===== src/rtl/logic_unit_arbiter_if.sv =====
// Handshake bundle between the four logic-unit requesters and the shared
// arbiter: request/opcode/operand fan-in plus grant and tagged result.
interface logic_unit_arbiter_if #(
  parameter int WIDTH = 1
);
  logic [3:0]         req;
  logic [7:0]         op;
  logic [4*WIDTH-1:0] a;
  logic [4*WIDTH-1:0] b;
  logic [3:0]         gnt;
  logic [WIDTH-1:0]   result;
  logic               result_valid;
  logic [1:0]         result_id;

  modport master (
    output req, op, a, b,
    input  gnt, result, result_valid, result_id
  );

  modport slave (
    input  req, op, a, b,
    output gnt, result, result_valid, result_id
  );
endinterface


===== src/rtl/logic_unit_arbiter.sv =====
// Shares one registered two-input logic unit (AND/OR/XOR/NOR) among four
// requesters. One operation every three cycles: sample/grant, compute, done.
// Optional macro LU_ARB_ROUND_ROBIN_EN selects round-robin arbitration;
// without it requester 0 has the highest fixed priority.
//
// state | meaning
// IDLE  | sampling req; winner's opcode/operands latched and gnt raised
// GRANT | gnt dropped; result computed, result_valid pulsed with result_id
// DONE  | result_valid dropped; round-robin pointer advanced past winner
module logic_unit_arbiter #(
  parameter int WIDTH = 1
) (
  input  logic                 clk,
  input  logic                 rst,
  logic_unit_arbiter_if.slave  bus
);

  typedef enum logic [1:0] {
    IDLE  = 2'd0,
    GRANT = 2'd1,
    DONE  = 2'd2
  } state_t;

  state_t           state_q, state_nxt;
  logic [1:0]       win_q, win_nxt;
  logic [1:0]       op_q, op_nxt;
  logic [WIDTH-1:0] a_q, a_nxt;
  logic [WIDTH-1:0] b_q, b_nxt;
  logic [3:0]       gnt_q, gnt_nxt;
  logic [WIDTH-1:0] res_q, res_nxt;
  logic             valid_q, valid_nxt;
  logic [1:0]       id_q, id_nxt;

  logic [1:0]       op_arr [4];
  logic [WIDTH-1:0] a_arr  [4];
  logic [WIDTH-1:0] b_arr  [4];
  logic [1:0]       pick;

  function automatic logic [WIDTH-1:0] lu_eval(
    input logic [1:0]       f,
    input logic [WIDTH-1:0] x,
    input logic [WIDTH-1:0] y
  );
    case (f)
      2'b00:   return x & y;
      2'b01:   return x | y;
      2'b10:   return x ^ y;
      default: return ~(x | y);
    endcase
  endfunction

  // Unpack the per-requester opcode and operand fields.
  always_comb begin
    for (int i = 0; i < 4; i++) begin
      op_arr[i] = bus.op[2*i +: 2];
      a_arr[i]  = bus.a[i*WIDTH +: WIDTH];
      b_arr[i]  = bus.b[i*WIDTH +: WIDTH];
    end
  end

`ifdef LU_ARB_ROUND_ROBIN_EN
  logic [1:0] ptr_q, ptr_nxt;
  logic [1:0] rr_cand;
  logic       rr_hit;

  // Round-robin search: ptr, ptr+1, ... wrapping; first set req wins.
  always_comb begin
    pick    = ptr_q;
    rr_hit  = 1'b0;
    rr_cand = ptr_q;
    for (int k = 0; k < 4; k++) begin
      rr_cand = ptr_q + 2'(k);
      if (!rr_hit && bus.req[rr_cand]) begin
        pick   = rr_cand;
        rr_hit = 1'b1;
      end
    end
  end
`else
  // Fixed priority: lowest requester index wins.
  always_comb begin
    pick = 2'd0;
    for (int k = 3; k >= 0; k--) begin
      if (bus.req[k]) pick = 2'(k);
    end
  end
`endif

  // Next-state and next-output logic; every register holds by default.
  always_comb begin
    state_nxt = state_q;
    win_nxt   = win_q;
    op_nxt    = op_q;
    a_nxt     = a_q;
    b_nxt     = b_q;
    gnt_nxt   = gnt_q;
    res_nxt   = res_q;
    valid_nxt = valid_q;
    id_nxt    = id_q;
`ifdef LU_ARB_ROUND_ROBIN_EN
    ptr_nxt   = ptr_q;
`endif
    case (state_q)
      IDLE: begin
        if (|bus.req) begin
          win_nxt   = pick;
          op_nxt    = op_arr[pick];
          a_nxt     = a_arr[pick];
          b_nxt     = b_arr[pick];
          gnt_nxt   = 4'b0001 << pick;
          state_nxt = GRANT;
        end
      end
      GRANT: begin
        gnt_nxt   = 4'b0000;
        res_nxt   = lu_eval(op_q, a_q, b_q);
        valid_nxt = 1'b1;
        id_nxt    = win_q;
        state_nxt = DONE;
      end
      DONE: begin
        valid_nxt = 1'b0;
`ifdef LU_ARB_ROUND_ROBIN_EN
        ptr_nxt   = win_q + 2'd1;
`endif
        state_nxt = IDLE;
      end
      default: begin
        gnt_nxt   = 4'b0000;
        valid_nxt = 1'b0;
        state_nxt = IDLE;
      end
    endcase
  end

  // State and output registers with synchronous reset.
  always_ff @(posedge clk) begin
    if (rst) begin
      state_q <= IDLE;
      win_q   <= '0;
      op_q    <= '0;
      a_q     <= '0;
      b_q     <= '0;
      gnt_q   <= '0;
      res_q   <= '0;
      valid_q <= 1'b0;
      id_q    <= '0;
`ifdef LU_ARB_ROUND_ROBIN_EN
      ptr_q   <= '0;
`endif
    end else begin
      state_q <= state_nxt;
      win_q   <= win_nxt;
      op_q    <= op_nxt;
      a_q     <= a_nxt;
      b_q     <= b_nxt;
      gnt_q   <= gnt_nxt;
      res_q   <= res_nxt;
      valid_q <= valid_nxt;
      id_q    <= id_nxt;
`ifdef LU_ARB_ROUND_ROBIN_EN
      ptr_q   <= ptr_nxt;
`endif
    end
  end

  assign bus.gnt          = gnt_q;
  assign bus.result       = res_q;
  assign bus.result_valid = valid_q;
  assign bus.result_id    = id_q;

endmodule


===== src/flat_wrapper.sv =====
// flat-port wrapper written by rule: the top's interface ports become plain ports
module logic_unit_arbiter_flat 
#(
  parameter int WIDTH = 1
)
  (clk, rst, bus_req, bus_op, bus_a, bus_b, bus_gnt, bus_result, bus_result_valid, bus_result_id);
  logic_unit_arbiter_if #(.WIDTH(WIDTH)) bus_i ();
  input  logic clk;
  input  logic rst;
  input wire logic [$bits(bus_i.req)-1:0] bus_req;
  input wire logic [$bits(bus_i.op)-1:0] bus_op;
  input wire logic [$bits(bus_i.a)-1:0] bus_a;
  input wire logic [$bits(bus_i.b)-1:0] bus_b;
  output wire logic [$bits(bus_i.gnt)-1:0] bus_gnt;
  output wire logic [$bits(bus_i.result)-1:0] bus_result;
  output wire logic [$bits(bus_i.result_valid)-1:0] bus_result_valid;
  output wire logic [$bits(bus_i.result_id)-1:0] bus_result_id;
  assign bus_i.req = bus_req;
  assign bus_i.op = bus_op;
  assign bus_i.a = bus_a;
  assign bus_i.b = bus_b;
  assign bus_gnt = bus_i.gnt;
  assign bus_result = bus_i.result;
  assign bus_result_valid = bus_i.result_valid;
  assign bus_result_id = bus_i.result_id;
  logic_unit_arbiter #(.WIDTH(WIDTH)) u_core (.clk(clk), .rst(rst), .bus(bus_i));
endmodule

===== config.mk =====
export PLATFORM = sky130hd
export DESIGN_NAME = logic_unit_arbiter_flat
export DESIGN_NICKNAME = d
export VERILOG_FILES = /design/src/rtl/logic_unit_arbiter_if.sv /design/src/rtl/logic_unit_arbiter.sv /design/src/flat_wrapper.sv
export SDC_FILE = /design/constraint.sdc
export NUM_CORES = 1
export LEC_CHECK = 0
export CORE_ASPECT_RATIO = 1.4
export CORE_UTILIZATION = 43
export DETAILED_ROUTE_END_ITERATION = 16
export HOLD_SLACK_MARGIN = 0.06
export PLACE_DENSITY_LB_ADDON = 0.05
export RECOVER_POWER = 100
export SETUP_SLACK_MARGIN = 0.4
export SLEW_MARGIN = 20
export SYNTH_ARGS = -nofsm -noshare
export SYNTH_HDL_FRONTEND = slang
export SYNTH_SLANG_ARGS = --single-unit

===== constraint.sdc =====
create_clock -name clk -period 1.65 [get_ports clk]
set_input_delay 0.165 -clock clk [delete_from_list [all_inputs] [get_ports clk]]
set_output_delay 0.165 -clock clk [all_outputs]
set_load 0.01 [all_outputs]

# --- Word level (Yosys, flattened, before mapping) ---
# Index checks and enable logic that the tools add are counted.
word_totals:
  register_bits: 16
  latchBits: 0
  ramBits: 0
  rom_bits: 0
  in_bits: 22
  out_inout_bits: 8
  wordCells: 46
  memories: 0
op_classes:
  n_addsub: 0
  mul: 0
  div_mod_pow: 0
  magnitude_cmp: 1
  eq_ne: 5
  n_shift: 1
  muxes: 19
  bitwise: 6
  reduce_logical: 5
ops:
  columns: ["cell", "count"]
  rows:
  - ["2-bit 2-to-1 mux", 7]
  - ["4-bit one-hot mux with 2 select lines", 1]
  - ["1-bit binary-select mux with 2-bit select", 2]
  - ["2-bit binary-select mux with 2-bit select", 1]
  - ["2-bit by 1-bit == test with 1-bit output, second input constant", 2]
  - ["2-bit == test, second input constant", 2]
  - ["2-bit zero test", 2]
  - ["1-bit 2-to-1 mux", 4]
  - ["4-bit 2-to-1 mux", 1]
  - ["2-bit one-hot mux with 2 select lines", 1]
  - ["2-bit AND reduction", 2]
  - ["4-bit OR reduction", 1]
  - ["1-bit by 2-bit left shift with 4-bit output, first input constant", 1]
  - ["3-bit greater-or-equal comparator, second input constant", 1]
  - ["2-bit inverter with 3-bit output", 1]
  - ["1-bit one-hot mux with 3 select lines", 1]
  - ["2-bit by 1-bit != test with 1-bit output, second input constant", 1]
  - ["1-bit inverter", 2]
  - ["1-bit one-hot mux with 2 select lines", 1]
  - ["1-bit bitwise AND", 1]
  - ["1-bit OR", 1]
  - ["1-bit bitwise XOR", 1]

# --- Depth between registers and ports, before layout ---
# Gate-level depths: netlist (run 1).
logic_depth:
  depth_word: 8
  mapped_depth: 5
  ltp_nobuf: 5

# --- Worst setup path after synthesis (run 1) ---
# Ideal clock, no wire load.
synth_timing:
  kind: "input to register"
  from: "input bus_req[2]"
  to: "register u_core.gnt_q[1], in the netlist u_core.bus.gnt[1]"
  setup_time_ps: 128
  arrival_ps: 1199
  required_time_ps: 1522
  path_slack_ps: 323
  stages: 5
  n_path_buf: 1
  path_cell_list: "buf_6 > or4_4 > and2_4 > a32oi_1 > nor2_1"
synth_between:
  elab_chain_len: 6
  elab_cells_between_ends: 9
  cone_classes: "eq/ne: 1; shift: 1; mux: 5; reduce/logical: 2"
synth_lines:
  columns: ["item", "line_no", "text"]
  rows:
  - ["start, declared", "flat_wrapper.sv:10", "input wire logic [$bits(bus_i.req)-1:0] bus_req;"]
  - ["2-bit 2-to-1 mux (3 in a row)", "logic_unit_arbiter.sv:84", "if (bus.req[k]) pick = 2'(k);"]
  - ["1-bit by 2-bit left shift with 4-bit output", "logic_unit_arbiter.sv:110", "gnt_nxt = 4'b0001 << pick;"]
  - ["4-bit 2-to-1 mux", "logic_unit_arbiter.sv:105", "if (|bus.req) begin"]
  - ["4-bit one-hot mux with 2 select lines", "logic_unit_arbiter.sv:103", "case (state_q)"]
  - ["end signal, assigned", "logic_unit_arbiter.sv:157", "gnt_q <= gnt_nxt;"]
  - ["end, declared", "logic_unit_arbiter.sv:29", "logic [3:0] gnt_q, gnt_nxt;"]
# Several ways; a longest one is shown, not always the timed one. The select of a mux whose other input is x is not followed.
# A chain may end at the register's enable or synchronous reset.

# --- Worst setup path after layout (run 1) ---
# Same ends and word-level chain as after synthesis.

==> results of run 1 <==
## layout by cell type, fill, tap and decap left out, types with 2 or more instances in the layout
cell                              synthesis  layout
sky130_fd_sc_hd__nand2_1                  8       8
sky130_fd_sc_hd__a22oi_1                  3       3
sky130_fd_sc_hd__clkdlybuf4s50_1          0      16
sky130_fd_sc_hd__a211oi_1                 3       2
sky130_fd_sc_hd__clkbuf_2                 0       2
sky130_fd_sc_hd__inv_1                    4       4
sky130_fd_sc_hd__clkbuf_4                 0       3
sky130_fd_sc_hd__nor2b_1                  2       2
sky130_fd_sc_hd__a2111oi_0                2       2
sky130_fd_sc_hd__mux2i_1                  2       2
sky130_fd_sc_hd__a2111oi_2                0       2
sky130_fd_sc_hd__dlygate4sd2_1            0       9
sky130_fd_sc_hd__nand2b_1                 4       4
sky130_fd_sc_hd__dfxtp_1                 16      14
sky130_fd_sc_hd__nand3b_1                 8       8
sky130_fd_sc_hd__nor3_1                   3       3
sky130_fd_sc_hd__nor2_1                  12      11
sky130_fd_sc_hd__buf_4                    0       9
sky130_fd_sc_hd__a21oi_1                 11      11
## sequential cells by signal, summed over array words and instances (netlist names)
register / flops
u_core.bus.result: 1
u_core.state_q: 2
u_core.b_q: 1
u_core.bus.gnt: 4
u_core.win_q: 2
u_core.op_q: 2
u_core.bus.result_valid: 1
u_core.bus.result_id: 2
u_core.a_q: 1
## layout make-up
cell class                      count  share of cell area
Clock buffer                        3             0.01826
Sequential cell                    16              0.2637
Multi-Input combinational cell     73              0.4128
Tap cell                           20             0.02028
Inverter                            4             0.01217
Timing Repair Buffer               38              0.2728
## metrics by stage
step             util  power (mW)  hold slack (ns)  area [um2]  cells
2_1_floorplan       -      0.5692           0.4156       828.3     99
3_3_place_gp   0.6589      0.6848           0.4417        1172    150
3_5_place_dp   0.6589      0.6888           0.4458        1172    150
4_1_cts        0.6688      0.8777           0.4553        1190    153
5_1_grt        0.6934      0.9487           0.3690        1234    154
6_report       0.6934      0.9050           0.3447        1234    154
## metal layers
metal / global-route usage / share of wire / vias up
met5: 0 / 0 / -
met4: 0.1034 / 0.0050 / 0
met3: 0.01653 / 0.038 / 2
met2: 0.4167 / 0.55 / 15
met1: 0.2119 / 0.41 / 410
li1: - / - / 423
## critical path: stages
cell and delay [ns]:
sky130_fd_sc_hd__dlygate4sd2_1 0.26, sky130_fd_sc_hd__or4_1 0.60, sky130_fd_sc_hd__and2_4 0.26, sky130_fd_sc_hd__a32oi_1 0.18
sky130_fd_sc_hd__nor2_1 0.05
## kinds of logic (layout without fill, tap and decap cells)
family,count (synthesis),in the layout,synth area share
buffers and inverters,10,45,0.05587
xor gates and xnor gates,1,1,0.01058
adders and majority gates,2,2,0.03021
AOI/OAI and AO/OA,26,26,0.2130
muxes,2,2,0.02417
DFF,16,16,0.3867
and+or+nand+nor,42,42,0.2795
## power by group through the flow
stage	Clock [mW]	Sequential (mW)	Combinational, mW
after floorplan	0	0.446	0.123
after global placement	0	0.445	0.240
after detailed placement	0	0.446	0.243
after CTS	0.202	0.440	0.236
after global routing	0.213	0.446	0.290
final	0.198	0.442	0.265
## repair_timing
item	CTS	global route
pin swaps	4	8
resized for setup	16	17
setup buffers	0	1
setup endpoints to repair	20	10
gates cloned	0	0
## worst paths after layout
check,end,depth (start not counted)
setup / recovery,u_core.bus.gnt[1],5
hold / removal,u_core.bus.gnt[1],4
setup reg to reg,u_core.a_q,4
hold reg to reg,u_core.bus.result,2
==> impl_results.html, run 1 <==
<table>
<tr><th>Metric</th><th>Value</th></tr>
<tr><th colspan="2">Run status</th></tr>
<tr><td>Outcome</td><td>finished clean</td></tr>
<tr><th colspan="2">Logic synthesis</th></tr>
<tr><td>Register bit count reported by yosys</td><td>16</td></tr>
<tr><td>Number of synthesized flops with an enable pin</td><td>0</td></tr>
<tr><td>Synthesized area divided by synthesized cell count</td><td>8.367 um2</td></tr>
<tr><td>Post-synthesis sequential area ratio</td><td>0.3867</td></tr>
<tr><td>Number of nets produced by synthesis</td><td>123</td></tr>
<tr><td>Top FF cell, synth</td><td>sky130_fd_sc_hd__dfxtp_1</td></tr>
<tr><td>Number of distinct library cells after synthesis</td><td>29</td></tr>
<tr><td>Library cell with the largest summed area after synthesis</td><td>sky130_fd_sc_hd__dfxtp_1</td></tr>
<tr><td>Leading cell type by number of instances after synthesis</td><td>sky130_fd_sc_hd__dfxtp_1</td></tr>
<tr><td>Combined area of all synthesized cells</td><td>a little over 800 um2</td></tr>
<tr><td>Top post-synthesis cells by area</td><td>sky130_fd_sc_hd__dfxtp_1 39%, sky130_fd_sc_hd__nand3b_1 7.3%, sky130_fd_sc_hd__a21oi_1 6.6%</td></tr>
<tr><td>Top cell types by occurrence after synthesis</td><td>16 x sky130_fd_sc_hd__dfxtp_1, 12 x sky130_fd_sc_hd__nor2_1, 11 x sky130_fd_sc_hd__a21oi_1</td></tr>
<tr><td>Post-synthesis async set-or-reset flop share</td><td>0</td></tr>
<tr><td>Area share of the largest cell type after synthesis</td><td>0.3867</td></tr>
<tr><td>Post-Syn Instances</td><td>99</td></tr>
<tr><td>Synthesis Warnings</td><td>0</td></tr>
<tr><th colspan="2">Worst setup path</th></tr>
<tr><td>Crit path kind</td><td>input port to register</td></tr>
<tr><td>Critical path capture point type</td><td>register</td></tr>
<tr><td>Required time at the endpoint of the critical path</td><td>1.80 ns</td></tr>
<tr><td>R2R Setup Slk</td><td>around 0.35 ns</td></tr>
<tr><td>Worst setup path start</td><td>bus_req[2]</td></tr>
<tr><td>Arrival time of data at the critical path endpoint</td><td>roughly 1.5 ns</td></tr>
<tr><td>Reg-to-Reg Start</td><td>u_core.state_q[1]</td></tr>
<tr><td>Crit-path max FO</td><td>4</td></tr>
<tr><td>Startpoint types</td><td>input port</td></tr>
<tr><th colspan="2">Global route</th></tr>
<tr><td>Wire length of the first global-routing pass</td><td>3.091 mm</td></tr>
<tr><td>Antenna violations before repair</td><td>0</td></tr>
<tr><td>GRT Overall Usage</td><td>0.2126</td></tr>
<tr><td>Total gr overflow</td><td>0</td></tr>
<tr><td>Pin count of the biggest net entering global routing</td><td>17</td></tr>
<tr><td>Via count of the first global-routing pass</td><td>765</td></tr>
<tr><th colspan="2">STA</th></tr>
<tr><td>Worst Max-Slew Pin Slew</td><td>0.5615 ns</td></tr>
<tr><td>Slack of the critical path</td><td>0.2791 ns</td></tr>
<tr><td>Peak clock frequency supported by timing</td><td>729.4 MHz</td></tr>
<tr><td>Final Hold Vio Count</td><td>0</td></tr>
<tr><td>Sum Neg Setup Slack</td><td>0 ns</td></tr>
<tr><td>Tcrit/Tclk final</td><td>0.8309</td></tr>
<tr><td>Worst relative slew slack</td><td>0.6244</td></tr>
<tr><td>Min Tclk post-route</td><td>1.371 ns</td></tr>
<tr><td>Worst setup skew after layout</td><td>around 0.0093 ns</td></tr>
<tr><td>Final setup viols</td><td>0</td></tr>
<tr><td>Setup repair after global routing missed its margin</td><td>true</td></tr>
<tr><td>Pins Over Slew Limit</td><td>0</td></tr>
<tr><th colspan="2">Power and ir drop</th></tr>
<tr><td>Peak supply drop</td><td>around 0.00064 V</td></tr>
<tr><td>Total leakage power</td><td>0.5071 nW</td></tr>
<tr><td>Fraction of power spent switching nets</td><td>0.2856</td></tr>
<tr><td>Proportion of power drawn by flip-flops and latches</td><td>0.489</td></tr>
<tr><td>Power Internal</td><td>0.6465 mW</td></tr>
<tr><td>Proportion of power drawn by the clock network</td><td>0.219</td></tr>
<tr><td>Fraction of power consumed by combinational cells</td><td>0.293</td></tr>
<tr><td>PwrDens</td><td>733.6 nW/um2</td></tr>
<tr><td>Net switching power</td><td>0.2585 mW</td></tr>
<tr><th colspan="2">Drt</th></tr>
<tr><td>Remaining number of nets flagged by the antenna check after routing</td><td>0</td></tr>
<tr><td>First-pass iteration count of the detailed router</td><td>3</td></tr>
<tr><td>Total wire length</td><td>2.182 mm</td></tr>
<tr><td>Number of design-rule violations left by the first detailed-router iteration</td><td>11</td></tr>
<tr><td>Routed WL per cell</td><td>14.17 um</td></tr>
<tr><td>Vias post-DR</td><td>850</td></tr>
<tr><td>Post-route DRC violation count</td><td>0</td></tr>
<tr><td>Vias per Instance</td><td>5.519</td></tr>
<tr><th colspan="2">Floorplan</th></tr>
<tr><td>Floorplan die width</td><td>39.10 um</td></tr>
<tr><td>Site row count</td><td>18</td></tr>
<tr><td>Vert. Die Dim</td><td>about 54 um</td></tr>
<tr><td>Starting Density</td><td>0.4655</td></tr>
<tr><td>Core box area</td><td>1779 um2</td></tr>
<tr><td>I/O pin count</td><td>30</td></tr>
<tr><td>Total Die Area</td><td>2108 um2</td></tr>
<tr><th colspan="2">Clock network</th></tr>
<tr><td>Root buffer selected by CTS</td><td>sky130_fd_sc_hd__clkbuf_4</td></tr>
<tr><td>Clock latency at the later pin of the worst-skew pair</td><td>0.28 ns</td></tr>
<tr><td>TritonCTS Sinks</td><td>16</td></tr>
<tr><td>Deepest clock path buffer count</td><td>2</td></tr>
<tr><td>Clock-pin slew reported for the worst setup and hold paths after clock tree synthesis</td><td>0.08 ns</td></tr>
<tr><td>Post-CTS Hold Buffers</td><td>0</td></tr>
<tr><td>Clock tree from TritonCTS</td><td>built</td></tr>
<tr><td>Number of H-tree branching levels</td><td>1</td></tr>
<tr><td>TritonCTS Buffers</td><td>3</td></tr>
<tr><th colspan="2">Job</th></tr>
<tr><td>Maximum capacitance violations</td><td>0</td></tr>
<tr><th colspan="2">Place</th></tr>
<tr><td>Quantity of I/O buffers inserted on ports</td><td>29</td></tr>
<tr><td>Setup WS pre-CTS</td><td>-0.08396 ns</td></tr>
<tr><td>RePlAce Congestion</td><td>0.8458</td></tr>
<tr><td>Sum of net half-perimeters after detailed placement</td><td>1.546 mm</td></tr>
<tr><th colspan="2">Cells and area</th></tr>
<tr><td>Final net count</td><td>160</td></tr>
<tr><td>Filler Cell Count</td><td>152</td></tr>
<tr><td>Antenna diode instance count</td><td>0</td></tr>
<tr><td>Layout Area Growth over Synthesis</td><td>48.94%</td></tr>
<tr><td>Area of the multi-input gates</td><td>between 500 and 600 um2</td></tr>
<tr><td>Sequential standard cell area</td><td>325.3 um2</td></tr>
<tr><td>Layout cell share with drive strength beyond 1</td><td>0.1866</td></tr>
<tr><th colspan="2">Min path</th></tr>
<tr><td>Hold Startpoint</td><td>bus_req[1]</td></tr>
<tr><td>Class of the tightest hold or removal check</td><td>input port to register</td></tr>
</table>
(Power assumes the default switching activity.)
==> inputs of run 2 (changes only) <==
--- a/config.mk
+++ b/config.mk
@@ -6,7 +6,7 @@
 export NUM_CORES = 1
 export LEC_CHECK = 0
 export CORE_ASPECT_RATIO = 1.4
-export CORE_UTILIZATION = 43
+export CORE_UTILIZATION = 39
 export DETAILED_ROUTE_END_ITERATION = 16
 export HOLD_SLACK_MARGIN = 0.06
 export PLACE_DENSITY_LB_ADDON = 0.05
==> constraint.sdc (replaced) <==
create_clock -name clk -period 1.13 [get_ports clk]
set_input_delay 0.113 -clock clk [delete_from_list [all_inputs] [get_ports clk]]
set_output_delay 0.113 -clock clk [all_outputs]
set_load 0.01 [all_outputs]
==> run 2 against run 1 <==
The run now ends with setup timing left. Sequential cell count unchanged. Largest cell class unchanged. Via count up 8.2%. Sequential share of layout area down 5.2 points. Core utilization up 12 points. Total power up 80%. Sequential power up 49%. First-iteration DRC count down 73%. Die area up 9.8%. Wire length up 15%. Non-clock buffer count up 18.
==> impl_results.html, run 2 (synthesized netlist as in run 1, its figures left out) <==
<table>
<tr><th>Metric</th><th>Value</th></tr>
<tr><th colspan="2">STA</th></tr>
<tr><td>Sum Neg Setup Slack</td><td>-0.02386 ns (-0.02386 ns)</td></tr>
<tr><td>Final Hold Vio Count</td><td>0 (unchanged)</td></tr>
<tr><td>Pins Over Slew Limit</td><td>0 (unchanged)</td></tr>
<tr><td>Worst relative slew slack</td><td>0.7982 (+0.1737)</td></tr>
<tr><td>Min Tclk post-route</td><td>1.154 ns</td></tr>
<tr><td>Worst setup skew after layout</td><td>0.006691 ns (-0.002589 ns)</td></tr>
<tr><td>Peak clock frequency supported by timing</td><td>866.7 MHz</td></tr>
<tr><td>Final-layout worst hold slack</td><td>0.2689 ns (-0.07582 ns)</td></tr>
<tr><td>Tcrit/Tclk final</td><td>1.021</td></tr>
<tr><td>Setup repair after global routing missed its margin</td><td>true</td></tr>
<tr><td>Worst Max-Slew Pin Slew</td><td>0.3027 ns (-0.2587 ns)</td></tr>
<tr><td>Final setup viols</td><td>1 (+1)</td></tr>
<tr><td>Slack of the critical path</td><td>-0.02386 ns (-0.3029 ns)</td></tr>
<tr><th colspan="2">Floorplan</th></tr>
<tr><td>Starting Density</td><td>0.4198 (-0.04576)</td></tr>
<tr><td>Vert. Die Dim</td><td>56.53 um (+4.8%)</td></tr>
<tr><td>Total Die Area</td><td>2315 um2 (+9.8%)</td></tr>
<tr><td>Core box area</td><td>1973 um2 (+11%)</td></tr>
<tr><td>Floorplan die width</td><td>40.95 um (+4.7%)</td></tr>
<tr><td>Site row count</td><td>19 (+1)</td></tr>
<tr><td>I/O pin count</td><td>30 (unchanged)</td></tr>
<tr><th colspan="2">Power and ir drop</th></tr>
<tr><td>Peak supply drop</td><td>0.001232 V (+93%)</td></tr>
<tr><td>Total leakage power</td><td>0.6234 nW (+23%)</td></tr>
<tr><td>PwrDens</td><td>1015 nW/um2 (+38%)</td></tr>
<tr><th colspan="2">Drt</th></tr>
<tr><td>Vias per Instance</td><td>5.287 (-4.2%)</td></tr>
<tr><td>Vias post-DR</td><td>920 (+8.2%)</td></tr>
<tr><td>Number of design-rule violations left by the first detailed-router iteration</td><td>3 (-8)</td></tr>
<tr><td>Remaining number of nets flagged by the antenna check after routing</td><td>0 (unchanged)</td></tr>
<tr><td>Post-route DRC violation count</td><td>0 (unchanged)</td></tr>
<tr><td>Total wire length</td><td>2.504 mm (+15%)</td></tr>
<tr><td>Routed WL per cell</td><td>14.39 um (+1.6%)</td></tr>
<tr><td>First-pass iteration count of the detailed router</td><td>4 (+1)</td></tr>
<tr><th colspan="2">Clock network</th></tr>
<tr><td>Clock-pin slew reported for the worst setup and hold paths after clock tree synthesis</td><td>0.10 ns (+0.02 ns)</td></tr>
<tr><td>Clock latency at the later pin of the worst-skew pair</td><td>0.28 ns (about the same)</td></tr>
<tr><td>Root buffer selected by CTS</td><td>sky130_fd_sc_hd__clkbuf_4</td></tr>
<tr><td>Post-CTS Hold Buffers</td><td>0 (unchanged)</td></tr>
<tr><td>Deepest clock path buffer count</td><td>2 (unchanged)</td></tr>
<tr><td>Number of H-tree branching levels</td><td>1 (unchanged)</td></tr>
<tr><td>Clock tree from TritonCTS</td><td>built</td></tr>
<tr><td>TritonCTS Buffers</td><td>3 (unchanged)</td></tr>
<tr><td>TritonCTS Sinks</td><td>16 (unchanged)</td></tr>
<tr><th colspan="2">Cells and area</th></tr>
<tr><td>Post-layout utilization of the core</td><td>0.8136 (+0.1202)</td></tr>
<tr><td>Layout Area Growth over Synthesis</td><td>93.81%</td></tr>
<tr><td>Commonest cells after routing, fill and taps aside</td><td>18 x sky130_fd_sc_hd__buf_4, 17 x sky130_fd_sc_hd__clkdlybuf4s50_1, 17 x sky130_fd_sc_hd__buf_6, 10 x sky130_fd_sc_hd__a21oi_1</td></tr>
<tr><td>Most frequent standard cell in the layout excluding fill and tap cells</td><td>sky130_fd_sc_hd__buf_4</td></tr>
<tr><td>Final cell count without fillers</td><td>174 (+13%)</td></tr>
<tr><td>Antenna diode instance count</td><td>0 (unchanged)</td></tr>
<tr><td>Layout cell share with drive strength beyond 1</td><td>0.5425 (+0.3559)</td></tr>
<tr><td>Final net count</td><td>178 (+11%)</td></tr>
<tr><td>Number of flip-flops under the largest register name</td><td>4 (unchanged)</td></tr>
<tr><td>Filler Cell Count</td><td>127 (-16%)</td></tr>
<tr><th colspan="2">Min path</th></tr>
<tr><td>Worst hold stages</td><td>4 (unchanged)</td></tr>
<tr><td>End point of the most critical hold path</td><td>u_core.bus.gnt[2]</td></tr>
<tr><td>Hold Startpoint</td><td>bus_req[2]</td></tr>
<tr><td>Class of the tightest hold or removal check</td><td>input port to register</td></tr>
<tr><th colspan="2">Place</th></tr>
<tr><td>Quantity of I/O buffers inserted on ports</td><td>29 (unchanged)</td></tr>
<tr><td>Sum of net half-perimeters after detailed placement</td><td>1.685 mm (+9.0%)</td></tr>
<tr><td>Number of instances in the placed design</td><td>157 (+4.7%)</td></tr>
<tr><td>RePlAce Congestion</td><td>0.8711 (+3.0%)</td></tr>
<tr><th colspan="2">Worst setup path</th></tr>
<tr><td>Arrival time of data at the critical path endpoint</td><td>1.36 ns (-0.16 ns)</td></tr>
<tr><td>Critical path capture point type</td><td>register</td></tr>
<tr><td>Worst R2R End</td><td>u_core.bus.result</td></tr>
<tr><td>Startpoint types</td><td>register</td></tr>
<tr><td>R2R Setup Slk</td><td>-0.02 ns (-0.37 ns)</td></tr>
<tr><td>Required time at the endpoint of the critical path</td><td>1.34 ns (-0.46 ns)</td></tr>
<tr><td>Worst setup path start</td><td>u_core.b_q</td></tr>
<tr><td>Crit-path max FO</td><td>2 (-2)</td></tr>
<tr><td>Reg-to-Reg Start</td><td>u_core.b_q</td></tr>
<tr><td>Number of cells on the worst reg-to-reg path</td><td>5 (+1)</td></tr>
<tr><td>Crit path kind</td><td>register to register</td></tr>
<tr><th colspan="2">Job</th></tr>
<tr><td>Maximum capacitance violations</td><td>0 (unchanged)</td></tr>
<tr><th colspan="2">Global route</th></tr>
<tr><td>GRT Overall Usage</td><td>0.2213 (+0.008759)</td></tr>
<tr><td>Via count of the first global-routing pass</td><td>899 (+18%)</td></tr>
<tr><td>Wire length of the first global-routing pass</td><td>3.643 mm (+18%)</td></tr>
<tr><td>Pin count of the biggest net entering global routing</td><td>16 (-1)</td></tr>
<tr><td>Antenna violations before repair</td><td>0 (unchanged)</td></tr>
<tr><td>Total gr overflow</td><td>0 (unchanged)</td></tr>
<tr><th colspan="2">Run status</th></tr>
<tr><td>Violations in the final reports</td><td>setup timing</td></tr>
<tr><td>Outcome</td><td>finished, violations left</td></tr>
</table>
==> run 2: cell types whose count changed in the layout (fill, tap and decap cells not counted), sizes merged <==
| cell | previous run | this run |
|---|---|---|
| buf | 9 | 38 |
| dlygate4sd2 | 9 | 0 |
| clkbuf | 5 | 4 |
| clkdlybuf4s50 | 16 | 17 |
| dlygate4sd3 | 1 | 0 |
==> run 2: layout make-up <==
cell class,count,area [um2],area share
sequential,16,339.1,0.2112
timing repair buffer,56,523.0,0.3258
tap,21,26.28,0.01637
multi-input combinational,73,658.1,0.4100
clock buffer,4,36.28,0.02260
inverter,4,22.52,0.01403
==> run 2: report_power, final <==
group | total [mW] | leakage (nW) | internal [mW] | switching (mW)
registers | 0.657 | 0.136 | 0.611 | 0.0465
logic | 0.607 | 0.466 | 0.350 | 0.257
clock network | 0.365 | 0.0210 | 0.196 | 0.170
==> run 2: worst max-delay path, stage by stage, from the launching register on <==
cell                      delay (ns)
sky130_fd_sc_hd__dfxtp_2        0.35
sky130_fd_sc_hd__inv_2          0.05
sky130_fd_sc_hd__ha_4           0.15
sky130_fd_sc_hd__xor2_2         0.14
sky130_fd_sc_hd__a211o_1        0.26
sky130_fd_sc_hd__a21oi_1        0.14
==> run 2: timing repair <==
action	4_1_cts	5_1_grt
gates resized for setup	80	18
setup endpoints to repair	23	24
setup buffers	9	4
pin swaps	17	13
==> run 2: per-stage QoR <==
step / worst slack [ns] / instance area (um2) / power, mW
after floorplan: -0.02125 / 900.9 / 0.8877
after global placement: -0.5216 / 1286 / 1.072
after detailed placement: -0.5706 / 1286 / 1.079
after CTS: 0.02092 / 1495 / 1.553
after global routing: -0.09279 / 1605 / 1.712
final: -0.02386 / 1605 / 1.630
==> run 2: worst max path at each step <==
| stage | cells after the start | slack (ns) | to |
|---|---|---|---|
| 4_1_cts | 5 | 0.02 | u_core.op_q[1] |
| 2_1_floorplan | 5 | -0.02 | u_core.bus.gnt[1] |
| 3_5_place_dp | 5 | -0.57 | u_core.b_q |
| 5_1_grt | 5 | -0.09 | u_core.bus.result |
| 6_report | 5 | -0.02 | u_core.bus.result |
| 3_3_place_gp | 6 | -0.52 | u_core.a_q |
==> run 2: routing by layer <==
layer,vias to the layer above,track usage,wire length (um)
li1,459,-,-
met1,442,0.2381,979
met2,17,0.4107,1426
met3,2,0.03557,84
met4,0,0.04286,14
met5,-,0,0
